### config.mk
export PLATFORM = sky130hd
export DESIGN_NAME = switch_debounce
export DESIGN_NICKNAME = d
export VERILOG_FILES = /design/src/rtl/sonata_pkg.sv /design/src/rtl/debounce_bit.sv /design/src/rtl/prim_flop_2sync.sv /design/src/rtl/switch_debounce.sv
export SDC_FILE = /design/constraint.sdc
export NUM_CORES = 1
export LEC_CHECK = 0
export CAP_MARGIN = 5
export CORE_ASPECT_RATIO = 1.2
export CORE_MARGIN = 2
export CORE_UTILIZATION = 39
export DETAILED_ROUTE_END_ITERATION = 16
export DONT_BUFFER_PORTS = 1
export SYNTH_ARGS = -nofsm -noshare
export SYNTH_HDL_FRONTEND = slang
export SYNTH_HIERARCHICAL = 1
export SYNTH_SLANG_ARGS = --single-unit
### constraint.sdc
create_clock -name clk_i -period 2.64 [get_ports clk_i]
set_clock_uncertainty 0.05 [all_clocks]
set_input_delay 0.264 -clock clk_i [delete_from_list [all_inputs] [get_ports clk_i]]
set_output_delay 0.264 -clock clk_i [all_outputs]
set_load 0.05 [all_outputs]
### src/rtl/sonata_pkg.sv
// Shared switch-debounce defaults, per-bit FSM state encodings and a sizing helper.
// The top level and the software headers both take the switch defaults from here.
package sonata_pkg;

  // 5 joystick + 8 user + 3 selection switches.
  localparam int unsigned SwitchWidth         = 16;
  localparam int unsigned SwitchTickCycles    = 40_000;
  localparam int unsigned SwitchStableSamples = 4;

  localparam logic [0:0] DbStable  = 1'b0;
  localparam logic [0:0] DbPending = 1'b1;

  // The counter must be able to hold StableSamples-1.
  function automatic int unsigned db_cnt_w(input int unsigned samples);
    return $clog2(samples + 1);
  endfunction

endpackage

### src/rtl/debounce_bit.sv
// Per-switch debounce FSM: a new level is accepted only after StableSamples
// consecutive sample ticks disagree with the current debounced level.
module debounce_bit
  import sonata_pkg::*;
#(
  parameter int unsigned StableSamples = SwitchStableSamples
) (
  input  logic clk_i,
  input  logic rst_i,
  input  logic tick_i,
  input  logic s_i,
  output logic level_o,
  output logic rise_o,
  output logic fall_o,
  output logic accept_o
);

  localparam int unsigned          CntW    = db_cnt_w(StableSamples);
  localparam logic [CntW-1:0]      LastCnt = CntW'(StableSamples - 1);

  logic [0:0]      state_q, state_d;
  logic [CntW-1:0] cnt_q, cnt_d, cnt_cur;
  logic            level_q, level_d;
  logic            rise_q, rise_d;
  logic            fall_q, fall_d;

  // In STABLE the count is zero by definition, whatever the register holds.
  assign cnt_cur = (state_q == DbPending) ? cnt_q : '0;

  always_comb begin
    state_d = state_q;
    cnt_d   = cnt_cur;
    level_d = level_q;
    rise_d  = 1'b0;
    fall_d  = 1'b0;
    if (tick_i) begin
      if (s_i != level_q) begin
        if (cnt_cur == LastCnt) begin
          level_d = s_i;
          cnt_d   = '0;
          state_d = DbStable;
          rise_d  = s_i;
          fall_d  = ~s_i;
        end else begin
          cnt_d   = cnt_cur + CntW'(1);
          state_d = DbPending;
        end
      end else begin
        cnt_d   = '0;
        state_d = DbStable;
      end
    end
  end

  always_ff @(posedge clk_i) begin
    if (rst_i) begin
      state_q <= DbStable;
      cnt_q   <= '0;
      level_q <= 1'b0;
      rise_q  <= 1'b0;
      fall_q  <= 1'b0;
    end else begin
      state_q <= state_d;
      cnt_q   <= cnt_d;
      level_q <= level_d;
      rise_q  <= rise_d;
      fall_q  <= fall_d;
    end
  end

  assign level_o  = level_q;
  assign rise_o   = rise_q;
  assign fall_o   = fall_q;
  assign accept_o = rise_d | fall_d;

endmodule

### src/rtl/prim_flop_2sync.sv
// Two-flop synchroniser for asynchronous inputs; both stages load ResetValue
// while the synchronous reset is high.
module prim_flop_2sync #(
  parameter int unsigned      Width      = 16,
  parameter logic [Width-1:0] ResetValue = '0
) (
  input  logic             clk_i,
  input  logic             rst_i,
  input  logic [Width-1:0] d_i,
  output logic [Width-1:0] q_o
);

  logic [Width-1:0] meta_q;
  logic [Width-1:0] sync_q;

  always_ff @(posedge clk_i) begin
    if (rst_i) begin
      meta_q <= ResetValue;
      sync_q <= ResetValue;
    end else begin
      meta_q <= d_i;
      sync_q <= meta_q;
    end
  end

  assign q_o = sync_q;

endmodule

### src/rtl/switch_debounce.sv
// Debounces Width active-low switch pins into active-high levels with
// one-cycle rise/fall pulses, sampling on a shared prescaled tick.
module switch_debounce
  import sonata_pkg::*;
#(
  parameter int unsigned Width         = SwitchWidth,
  parameter int unsigned TickCycles    = SwitchTickCycles,
  parameter int unsigned StableSamples = SwitchStableSamples
) (
  input  logic             clk_i,
  input  logic             rst_i,
  input  logic [Width-1:0] sw_ni,
  output logic [Width-1:0] sw_o,
  output logic [Width-1:0] rise_o,
  output logic [Width-1:0] fall_o,
  output logic             changed_o
);

  localparam int unsigned     PreW    = (TickCycles > 1) ? $clog2(TickCycles) : 1;
  localparam logic [PreW-1:0] PreLast = PreW'(TickCycles - 1);

  logic [PreW-1:0]  pre_q, pre_d;
  logic             tick;
  logic [Width-1:0] sw_sync;
  logic [Width-1:0] s;
  logic [Width-1:0] accept;
  logic             changed_q, changed_d;

  // Pins idle high, so the synchroniser resets to "not pressed".
  prim_flop_2sync #(
    .Width      (Width),
    .ResetValue ({Width{1'b1}})
  ) u_sync (
    .clk_i (clk_i),
    .rst_i (rst_i),
    .d_i   (sw_ni),
    .q_o   (sw_sync)
  );

  assign s = ~sw_sync;

  assign tick  = (pre_q == PreLast);
  assign pre_d = tick ? '0 : pre_q + PreW'(1);

  for (genvar i = 0; i < Width; i++) begin : g_bit
    debounce_bit #(
      .StableSamples (StableSamples)
    ) u_bit (
      .clk_i    (clk_i),
      .rst_i    (rst_i),
      .tick_i   (tick),
      .s_i      (s[i]),
      .level_o  (sw_o[i]),
      .rise_o   (rise_o[i]),
      .fall_o   (fall_o[i]),
      .accept_o (accept[i])
    );
  end

  // Registered from the same next-state terms as the per-bit pulses so they align.
  assign changed_d = |accept;

  always_ff @(posedge clk_i) begin
    if (rst_i) begin
      pre_q     <= '0;
      changed_q <= 1'b0;
    end else begin
      pre_q     <= pre_d;
      changed_q <= changed_d;
    end
  end

  assign changed_o = changed_q;

endmodule

==> impl_metrics.json <==
{
  "ant_nets": 0,
  "synth_fp_nets": 733,
  "routedWlPerCell_microns": 14.8,
  "synth_adder_area_share": 0.0311,
  "clockBufferDepth": 2,
  "grt_max_degree": 130,
  "antenna_found_initial": 0,
  "crit_chain": "nand3_2 -> or4b_4 -> nor4_4 -> buf_4 -> buf_6 -> nand3b_1 -> a31oi_1 -> dlygate4sd3_1",
  "clk_latency_ns": 0.42,
  "yosys.area.top_type_share": 0.471,
  "place_area_sq_mm": 0.00717,
  "cts.sink_count": 161,
  "io_buffers": 0,
  "cts_inserted_buffers": 17,
  "endpoint_kind": "flip-flop",
  "h-tree-depth": 4,
  "dp_slack_ns": 0.125,
  "fin_ws_ns": 0.0888,
  "synth_compound_area_frac": 0.107,
  "syn_area_per_cell_sq_um": 9.80,
  "ys_ff_latch": 161,
  "dieArea_sq_mm": 0.0186,
  "worst_pin_slew_ns": 0.819,
  "num_rows": 53,
  "finalCritPeriodShare": 0.966,
  "synth_area_sq_mm": 0.00684,
  "worstSetupStartpointType": "flip-flop",
  "synthMuxAreaShare": 0,
  "synth_top_area_cell": "dfxtp_1",
  "area_growth_pct": 20.1,
  "finalCriticalPeriod_ns": 2.55,
  "grt_pass1_vias": 5210,
  "clkPwrFrac": 0.491,
  "yosys.area_share.simple": 0.299,
  "ys.flop_type": "dfxtp_1",
  "power.density_mw_per_mm2": 622,
  "status": "complete, no violations",
  "vias": 5155,
  "cts_tree": "yes",
  "fmaxAchievable_ghz": 0.392,
  "p_sw_uw": 1030,
  "drt_pass1_iterations": 4,
  "post-route-cell-area_sq_mm": 0.00821,
  "setup_violations": 0,
  "core-area_sq_mm": 0.0174,
  "swShare": 0.202,
  "critPathMaxFanout": 15,
  "slew_headroom": 0.452,
  "slowest_delay_ns": 0.57,
  "viasPerCell": 5.20,
  "crit_arrival_ns": 2.87,
  "ioPinCount": 67,
  "layout.nets": 794,
  "overflow": 0,
  "synth-edff-count": 0,
  "die_h_microns": 149,
  "drive_gt1_frac": 0.130,
  "synth_common_cells": "dfxtp_1 (161), nand2b_1 (64), nand3_1 (53)",
  "comb_power_share": 0.026,
  "seq_area_frac_synth": 0.471,
  "peakVddDrop_mv": 0.433,
  "maxCapViolations": 0,
  "fin_cells": 992,
  "worst_hold_path_type": "primary input to flip-flop",
  "hold_violations": 0,
  "cts_root_buf": "clkbuf_16",
  "synth_most_common_cell": "dfxtp_1",
  "post_synth_num_cell_types": 33,
  "slowest_stage": "or4b_4",
  "drtIter0Drc": 401,
  "grt_first_pass_wirelength_microns": 24200,
  "timing.setup.tns_ns": 0,
  "seqPwrFrac": 0.483,
  "worst_ep_required_time_ns": 2.96,
  "clkTransAtPathRegs_ns": 0.06,
  "ys_async_sr_fraction": 0,
  "final-max-slew-violation-count": 0,
  "drc": 0,
  "synth_area_leaders": "dfxtp_1 (47%), nand2b_1 (5.9%), nand3_1 (3.9%)",
  "gp_congestion": 0.726,
  "start_util": 0.394,
  "hpwl_microns": 8950,
  "dp.cells": 919,
  "worst-path-buf-inv": 3,
  "intPower_uw": 4080,
  "antenna_cells": 0,
  "routed_wl_microns": 14600,
  "grt_use_total": 0.158,
  "post-route-util": 0.473,
  "leakagePower_uw": 0.00291,
  "cp_top_family": "simple AND/OR/NAND/NOR gates",
  "syn_inst": 698,
  "dieWidth_microns": 125,
  "synth-xor-area-share": 0.0547,
  "crit_type": "flip-flop to flip-flop",
  "synth_top_family_by_area": "simple AND/OR/NAND/NOR gates",
  "yosysWarnings": 6
}
-- final timing paths --
path	from	end	slack, ns	cells past startpoint
worst max-delay path	pre_q[10]$_SDFF_PP0_	g_bit[8].u_bit/state_q$_SDFFE_PP0P_	0.09	8
worst max register to register	pre_q[10]$_SDFF_PP0_	g_bit[8].u_bit/state_q$_SDFFE_PP0P_	0.09	8
worst min-delay path	rst_i	pre_q[1]$_SDFF_PP0_	0.09	3
worst min register to register	u_sync/meta_q[10]$_SDFF_PP1_	u_sync/q_o[10]$_SDFF_PP1_	0.35	1
-- cell usage in the layout, fill, tap and decap left out, types with 17 or more instances in the layout --
master         synthesis  layout
dfxtp_1              161     158
nand2b_1              64      64
nand3_1               53      53
a21oi_1               49      49
inv_1                 35      35
dlygate4sd3_1          0      33
and2_1                32      32
nand3b_1              32      32
or2_1                 32      32
nor4_1                25      24
buf_4                  0      23
nand2_1               20      20
nand4_1               19      19
clkbuf_16              0      18
ha_1                  17      17
-- power groups by stage --
stage	Clock (uW)	Combinational, uW	Sequential (uW)
after floorplan	0	72.4	2520
after global placement	0	73.4	2520
after detailed placement	0	76.7	2520
after CTS	2570	134	2470
after global routing	2670	148	2470
final	2510	132	2470
-- repair_timing --
action                                  CTS  global route
setup buffers                             0             4
hold buffers                             34             0
gates resized for setup                   0             5
endpoints found under the setup margin    0            13
hold endpoints to repair                146             0
-- kinds of logic after synthesis --
group | Yosys count
compound gates | 100
xor+xnor | 29
fa+ha+maj | 17
buf+inv | 55
flops | 161
simple gates | 336
-- registers in the layout, summed over array words and instances (netlist names), 16 cells and up --
signal / cells
u_sync/meta_q: 16
pre_q: 16
g_bit.u_bit/cnt_q: 48
g_bit.u_bit/level_o: 16
u_sync/q_o: 16
g_bit.u_bit/rise_o: 16
g_bit.u_bit/fall_o: 16
g_bit.u_bit/state_q: 16
-- worst register-to-register path: cells and delay by family, from the launching register on --
family / cells / cell delay [ns]
and+or+nand+nor: 4 / 1.00
DFF: 1 / 0.37
buffers and inverters: 3 / 0.93
AOI/OAI and AO/OA: 1 / 0.16
-- metrics by stage --
step / power [uW] / hold WS [ns]
final: 5110 / 0.0926
after detailed placement: 2600 / 0.307
after global placement: 2590 / 0.310
after global routing: 5280 / 0.101
after floorplan: 2590 / 0.279
after CTS: 5170 / 0.0737
-- layout make-up --
cell class,instances,area (sq um)
clock buffer,24,482
clock inverter,8,126
fill,1619,9160
inverter,35,131
multi-input combinational,482,3370
sequential,161,3230
tap,220,275
timing repair buffer,62,594
-- metal layers --
metal,vias to the layer above,GRT usage,share of wire
met1,2497,0.185,0.44
met2,88,0.277,0.51
li1,2564,-,-
met3,6,0.0452,0.038
met5,-,0,0
met4,0,0.0544,0.0069
Note: power is estimated with default switching activity, not from simulation.
